==> src/rtl/abs_diff_err_monitor.sv <==
// Exhaustive 4-input sweep that scores a 2-output approximate |a-b| circuit.
// Optional err_sum accumulator output enabled by `define ABS_DIFF_ERR_SUM_EN.
module abs_diff_err_monitor #(
    parameter int ET = 1
) (
    input  logic       clk,
    input  logic       rst_n,
    input  logic       start,
    output logic [3:0] vec_out,
    input  logic [1:0] approx_in,
    output logic       busy,
    output logic       done,
    output logic [1:0] max_err,
    output logic [4:0] viol_cnt,
    output logic       pass
`ifdef ABS_DIFF_ERR_SUM_EN
   ,output logic [5:0] err_sum
`endif
);

    typedef enum logic [1:0] {
        S_IDLE,
        S_DRIVE,
        S_SAMPLE,
        S_DONE
    } state_t;

    localparam logic [2:0] ET_L = 3'(ET);

    state_t     r_state;
    logic [3:0] r_idx;
    logic       r_busy;
    logic       r_done;
    logic [1:0] r_max;
    logic [4:0] r_viol;

    logic [1:0] w_a;
    logic [1:0] w_b;
    logic [1:0] w_exact;
    logic [1:0] w_err;
    logic       w_viol;
    logic       w_accept;
    logic       w_sample;

    always_comb begin
        w_a     = r_idx[1:0];
        w_b     = r_idx[3:2];
        w_exact = (w_a > w_b) ? (w_a - w_b) : (w_b - w_a);
        w_err   = (approx_in > w_exact) ? (approx_in - w_exact)
                                        : (w_exact - approx_in);
        w_viol  = {1'b0, w_err} > ET_L;
    end

    assign w_accept = start &&
                      (r_state == S_IDLE || r_state == S_DONE);
    assign w_sample = (r_state == S_SAMPLE);

    always_ff @(posedge clk) begin
        if (!rst_n) begin
            r_state <= S_IDLE;
            r_idx   <= 4'd0;
            r_busy  <= 1'b0;
            r_done  <= 1'b0;
            r_max   <= 2'd0;
            r_viol  <= 5'd0;
        end else begin
            unique case (r_state)
                S_IDLE, S_DONE: begin
                    if (start) begin
                        r_state <= S_DRIVE;
                        r_idx   <= 4'd0;
                        r_busy  <= 1'b1;
                        r_done  <= 1'b0;
                        r_max   <= 2'd0;
                        r_viol  <= 5'd0;
                    end
                end
                S_DRIVE: begin
                    r_state <= S_SAMPLE;
                end
                S_SAMPLE: begin
                    if (w_err > r_max) r_max <= w_err;
                    if (w_viol) r_viol <= r_viol + 5'd1;
                    // last vector: index and vec_out stay at 15
                    if (r_idx == 4'd15) begin
                        r_state <= S_DONE;
                        r_busy  <= 1'b0;
                        r_done  <= 1'b1;
                    end else begin
                        r_idx   <= r_idx + 4'd1;
                        r_state <= S_DRIVE;
                    end
                end
                default: begin
                    r_state <= S_IDLE;
                    r_busy  <= 1'b0;
                    r_done  <= 1'b0;
                end
            endcase
        end
    end

`ifdef ABS_DIFF_ERR_SUM_EN
    logic [5:0] r_sum;

    always_ff @(posedge clk) begin
        if (!rst_n) begin
            r_sum <= 6'd0;
        end else if (w_accept) begin
            r_sum <= 6'd0;
        end else if (w_sample) begin
            r_sum <= r_sum + {4'd0, w_err};
        end
    end

    assign err_sum = r_sum;
`else
    logic w_unused;
    assign w_unused = w_accept ^ w_sample;
`endif

    assign vec_out  = r_idx;
    assign busy     = r_busy;
    assign done     = r_done;
    assign max_err  = r_max;
    assign viol_cnt = r_viol;
    assign pass     = r_done && (r_viol == 5'd0);

endmodule
==> config.mk <==
export PLATFORM = sky130hd
export DESIGN_NAME = abs_diff_err_monitor
export DESIGN_NICKNAME = d
export VERILOG_FILES = /design/src/rtl/abs_diff_err_monitor.sv
export SDC_FILE = /design/constraint.sdc
export NUM_CORES = 1
export LEC_CHECK = 0
export CELL_PAD_IN_SITES_DETAIL_PLACEMENT = 2
export CELL_PAD_IN_SITES_GLOBAL_PLACEMENT = 2
export CORE_ASPECT_RATIO = 2
export CORE_UTILIZATION = 28
export DETAILED_ROUTE_END_ITERATION = 16
export HOLD_SLACK_MARGIN = 0.15
export PLACE_DENSITY = 0.79
export SLEW_MARGIN = 20
export SYNTH_ARGS = -nofsm -noshare
export SYNTH_HDL_FRONTEND = slang
export SYNTH_SLANG_ARGS = --single-unit
==> constraint.sdc <==
create_clock -name clk -period 3.8 [get_ports clk]
set_input_delay 0.76 -clock clk [delete_from_list [all_inputs] [get_ports clk]]
set_output_delay 0.76 -clock clk [all_outputs]
set_load 0.1 [all_outputs]
; ---- Word level (Yosys, flattened, before mapping)
; Index checks and enable logic that the tools add are counted.
[word_totals]
regBits = 15
in_bits = 5
output_inout_bits = 14
elab_cells = 54
[classes]
n_addsub = 6
magnitude_cmp = 4
n_eq_ne = 9
n_mux = 20
n_reduce_logical = 9
[ops]
columns = operator, count
row1 = $mux 2, 6
row2 = $reduce_and 3->1, 4
row3 = $mux 5, 2
row4 = $pmux 5 s2, 1
row5 = $mux 4, 2
row6 = $pmux 4 s2, 1
row7 = $sub 2x2->2, 4
row8 = $gt 2x2->1, 3
row9 = $ne 2x2->1 const B, 3
row10 = $pmux 2 s3, 1
row11 = $add 5x1->5 const B, 1
row12 = $logic_not 5->1, 1
row13 = $add 4x1->4 const B, 1
row14 = $eq 2x2->1 const B, 2
row15 = $eq 4x4->1 const B, 1
row16 = $mux 1, 4
row17 = $ne 2x1->1 const B, 2
row18 = $pmux 1 s2, 2
row19 = $pmux 2 s2, 1
row20 = $eq 2x1->1 const B, 1
row21 = $gt 2x1->1 const B, 1
row22 = $logic_not 2->1, 1
row23 = $reduce_bool 2->1, 1
row24 = $reduce_or 2->1, 1
row25 = $logic_and 1x1->1, 1

; ---- Logic depth before layout (Yosys ltp)
; Gate-level depths: netlist of run 1.
[depth]
depth_word = 7
ltp_mapped = 17
ltp_nobuf = 17

; ---- Worst setup path after synthesis of run 1
; OpenSTA, ideal clock, no wires.
[synth_path]
path_type = register to register
startpoint = register r_idx[0], in the netlist vec_out[0]
endpoint = register r_max[1], in the netlist max_err[1]
setup_time_ns = 0.065
t_arrival_ns = 4.220
required_time_ns = 3.735
slack_ns = -0.485
path_stages_with_launch = 18
n_path_buf = 0
period_less_slack_ns = 4.285
path_cell_list = dfxtp_1 inv_1 ha_1 fa_1 o21ai_0 o21a_1 a21oi_1 ha_1 a21bo_2 or2_4 nand2_1 inv_2 ha_1 nor2b_1 o21ai_0 or2_2 o32a_1 nor2_1
[synth_via]
elab_chain_len = 7
elab_cells_between_ends = 13
classes_between = add/sub (4) / order compare (3) / eq/ne (1) / mux (4) / reduce/logical (1)
[synth_lines]
columns = element, line
row1 = start: declaration, 31  ; logic [3:0] r_idx;
row2 = start signal: assignment, 90  ; r_idx <= r_idx + 4'd1;
row3 = $sub 2x2->2 or $gt 2x2->1 (tied branches), 48  ; w_exact = (w_a > w_b) ? (w_a - w_b) : (w_b - w_a);
row4 = $mux 2 *, 48
row5 = $sub 2x2->2 (tied with other cells), 50  ; : (w_exact - approx_in);
row6 = $mux 2 *, 49  ; w_err = (approx_in > w_exact) ? (approx_in - w_exact)
row7 = $gt 2x2->1, 82  ; if (w_err > r_max) r_max <= w_err;
row8 = $ne 2x1->1 (no line), -
row9 = $reduce_and 3->1 (no line), -
row10 = end signal: assignment, 82
row11 = end: declaration, 34  ; logic [1:0] r_max;
; Mark *: on every way between the ends. The rest lies on a longest branch, timed or not. The select of a mux whose other input is x is not followed.
; A chain may end at the register's enable or synchronous reset.

; ---- Worst setup path in the final report of run 1
; Same ends and word-level chain as after synthesis.

==> results of run 1 <==
timing repair:
| action | 4_1_cts | 5_1_grt |
|---|---|---|
| pin swaps | 0 | 1 |
| resized for setup | 2 | 6 |
| endpoints found under the setup margin | 2 | 2 |
Yosys cell counts (all sizes together), types with 2 or more instances:
library cell	number	area, um^2
dfxtp	15	300
nand3	8	40.0
a21oi	14	73.8
ha	15	188
o311a	2	20.0
nor2	11	41.3
o31ai	2	15.0
nand2	7	26.3
fa	2	40.0
o21a	2	15.0
nor2b	2	12.5
a31oi	2	27.5
or2	2	15.0
o21ai	11	58.8
nand2b	3	18.8
a211oi	2	15.0
o32a	2	20.0
nor3	2	10.0
inv	18	67.6
clkbuf	2	7.51
final timing paths:
check / slack [ps] / cells after the start / endpoint
setup / recovery: 120 / 17 / max_err[1]
hold / removal: 530 / 2 / viol_cnt[3]
setup reg to reg: 120 / 17 / max_err[1]
hold reg to reg: 530 / 2 / viol_cnt[3]
state kept, by name, indices dropped and copies added (netlist names):
| signal | flops |
|---|---|
| busy | 1 |
| done | 1 |
| max_err | 2 |
| r_state | 2 |
| vec_out | 4 |
| viol_cnt | 5 |
worst min-delay path: cells and delay by family (launching register included):
family	cells	cell delay, ps
AOI/OAI and AO/OA	2	140
DFF	1	340
power by group through the flow:
| stage | Clock, W | Sequential (W) | Combinational [W] |
|---|---|---|---|
| after global routing | 0.000147 | 0.000199 | 0.000619 |
| after detailed placement | 0 | 0.000199 | 0.000547 |
| after floorplan | 0 | 0.000275 | 0.000326 |
| after CTS | 0.000142 | 0.000195 | 0.000556 |
| final | 0.000139 | 0.000194 | 0.000571 |
| after global placement | 0 | 0.000196 | 0.000510 |
cells in the final DEF, fill, tap and decap left out, types with 6 or more instances in the layout:
master           Yosys  layout
a21oi_1             13      12
clkdlybuf4s50_1      0      17
o21ai_0             10      10
ha_1                15      14
dfxtp_1             15      11
inv_1               16      16
nor2_1              11      11
nand3_1              8       8
nand2_1              7       6
routing by layer:
metal / global-route usage [%] / routed length [um]
met1: 19.4 / 1350
met3: 1.56 / 61
met4: 10.7 / 103
met5: 0 / 0
met2: 35.6 / 2200
layout make-up:
| type | count | area [um^2] |
|---|---|---|
| Multi-Input combinational cell | 104 | 801 |
| Inverter | 18 | 67.6 |
| Timing Repair Buffer | 20 | 193 |
| Tap cell | 51 | 63.8 |
| Sequential cell | 15 | 308 |
| Fill cell | 476 | 2410 |
| Clock buffer | 4 | 45.0 |
cell families after synthesis:
group | after synthesis | synth area share [%]
simple gates | 42 | 18.8
compound gates | 42 | 25.3
fa+ha+maj | 17 | 19.9
flops | 15 | 26.3
xor+xnor | 2 | 1.53
buf+inv | 21 | 7.22
mux | 1 | 0.985
per-stage QoR:
step	setup TNS (ps)	worst slack, ps	cells	area, um^2	total power [W]
3_5_place_dp	-278	-159	208	1390	0.000746
3_3_place_gp	0	156	208	1390	0.000706
6_report	0	116	212	1480	0.000904
2_1_floorplan	0	12.1	140	1150	0.000601
5_1_grt	-38.3	-20.7	212	1480	0.000964
4_1_cts	0	70.7	212	1450	0.000893
==> results.ini, run 1 <==
[place]
place_congestion = 0.780
hpwl_mm = 2.98
portBuffers = 18

[timing]
hold_viol = 0
fin_hold_ws_ps = 526
tightest_slew_ps = 978
slew_viol_final = 0
fin_crit_sh_pct = 97.0
min_period_ps = 3680
fmax_mhz = 271
slew_headroom_pct = 34.6
skew_ps = 4.82
finalSetupViolations = 0

[floorplanning]
core_area_mm2 = 0.00388
die_x_um = 47.2
die_h_um = 92.4
dieArea_mm2 = 0.00436
placementRows = 32
start_util_pct = 29.4
ios = 19

[routing]
via_per_inst = 5.33
drt_iter0_drc = 14
wl_mm = 3.71
wl_per_cell_um = 17.5
dr.pass1.iters = 4
drc = 0
ant_nets = 0
vias = 1130

[setup_path]
worstSetupStartpointType = flop
crit_arrival_ps = 3880
endpoint_kind = flop
crit_required_ps = 3990
crit_chain = inv_1 > ha_1 > fa_1 > o21ai_0 > o21a_1 > a21oi_4 > fa_2 > a21bo_2 > or2_4 > nand2_2 > inv_2 > ha_1 > nor2b_1 > o21ai_0 > or2_2 > o32a_1 > nor2_1
rr_startpoint = vec_out[0]
critPathLaunch = vec_out[0]
critPathTopFamily = adder cells
crit_fanout = 4
cpMaxStageDelayCell = fa_1
crit_type = reg -> reg
path_buf_inv = 2
slowest_delay_ps = 480

[cts]
holdBufCountCts = 0
htreeDepth = 1
cts_tree = built
cts_made_buffers = 3
postCtsSetupBuffers = 0
root_buffer = clkbuf_8
clk_latency_ps = 260
cts.sinks = 15
clk_pin_slew_ps = 70
clk_path_buf_depth = 2

[logic_synthesis]
yosysWarnings = 0
seq_area_frac_synth_pct = 26.3
synth.distinct_cells = 41
syn_inst = 140
syn_nets = 162
synth_area_mm2 = 0.00114
synth_ff_type = dfxtp_1
synth_edf_count = 0
async_flop_share_pct = 0
synth_seq_cells = 15
syn_area_per_cell_um2 = 8.17

[power_and_ir_drop]
p_comb_share_pct = 63.2
p_leak_nw = 0.566
powerDensity_mw_per_mm2 = 612
ir_drop_v = 0.000234
clockPowerShare_pct = 15.4
seqPwrFrac_pct = 21.5
p_sw_w = 0.000461
intPower_w = 0.000443
p_sw_share_pct = 51.0

[final_layout]
final_util_pct = 38.0
syn_to_final_growth_pct = 29.2
diodes = 0
nets = 184
drive_gt1_share_pct = 14.9

[global_route]
grt_overflow = 0
grt_pass1_wl_mm = 6.13
track_usage_pct = 19.4
grt_pass1_vias = 1299
antenna_found_initial = 0
grt_max_degree = 14

[status]
outcome = finished clean

[hold_path]
hp-start = viol_cnt[3]
hold_path_class = reg -> reg

[flow_run]
drv_cap = 0

(Power assumes the default switching activity.)
==> run 2: changes to the inputs <==
--- a/config.mk
+++ b/config.mk
@@ -5,6 +5,7 @@
 export SDC_FILE = /design/constraint.sdc
 export NUM_CORES = 1
 export LEC_CHECK = 0
+export ABC_AREA = 0
 export CELL_PAD_IN_SITES_DETAIL_PLACEMENT = 2
 export CELL_PAD_IN_SITES_GLOBAL_PLACEMENT = 2
 export CORE_ASPECT_RATIO = 2
==> results of run 2 <==
No change in the layout: final DEF, timing and power equal those of run 1.
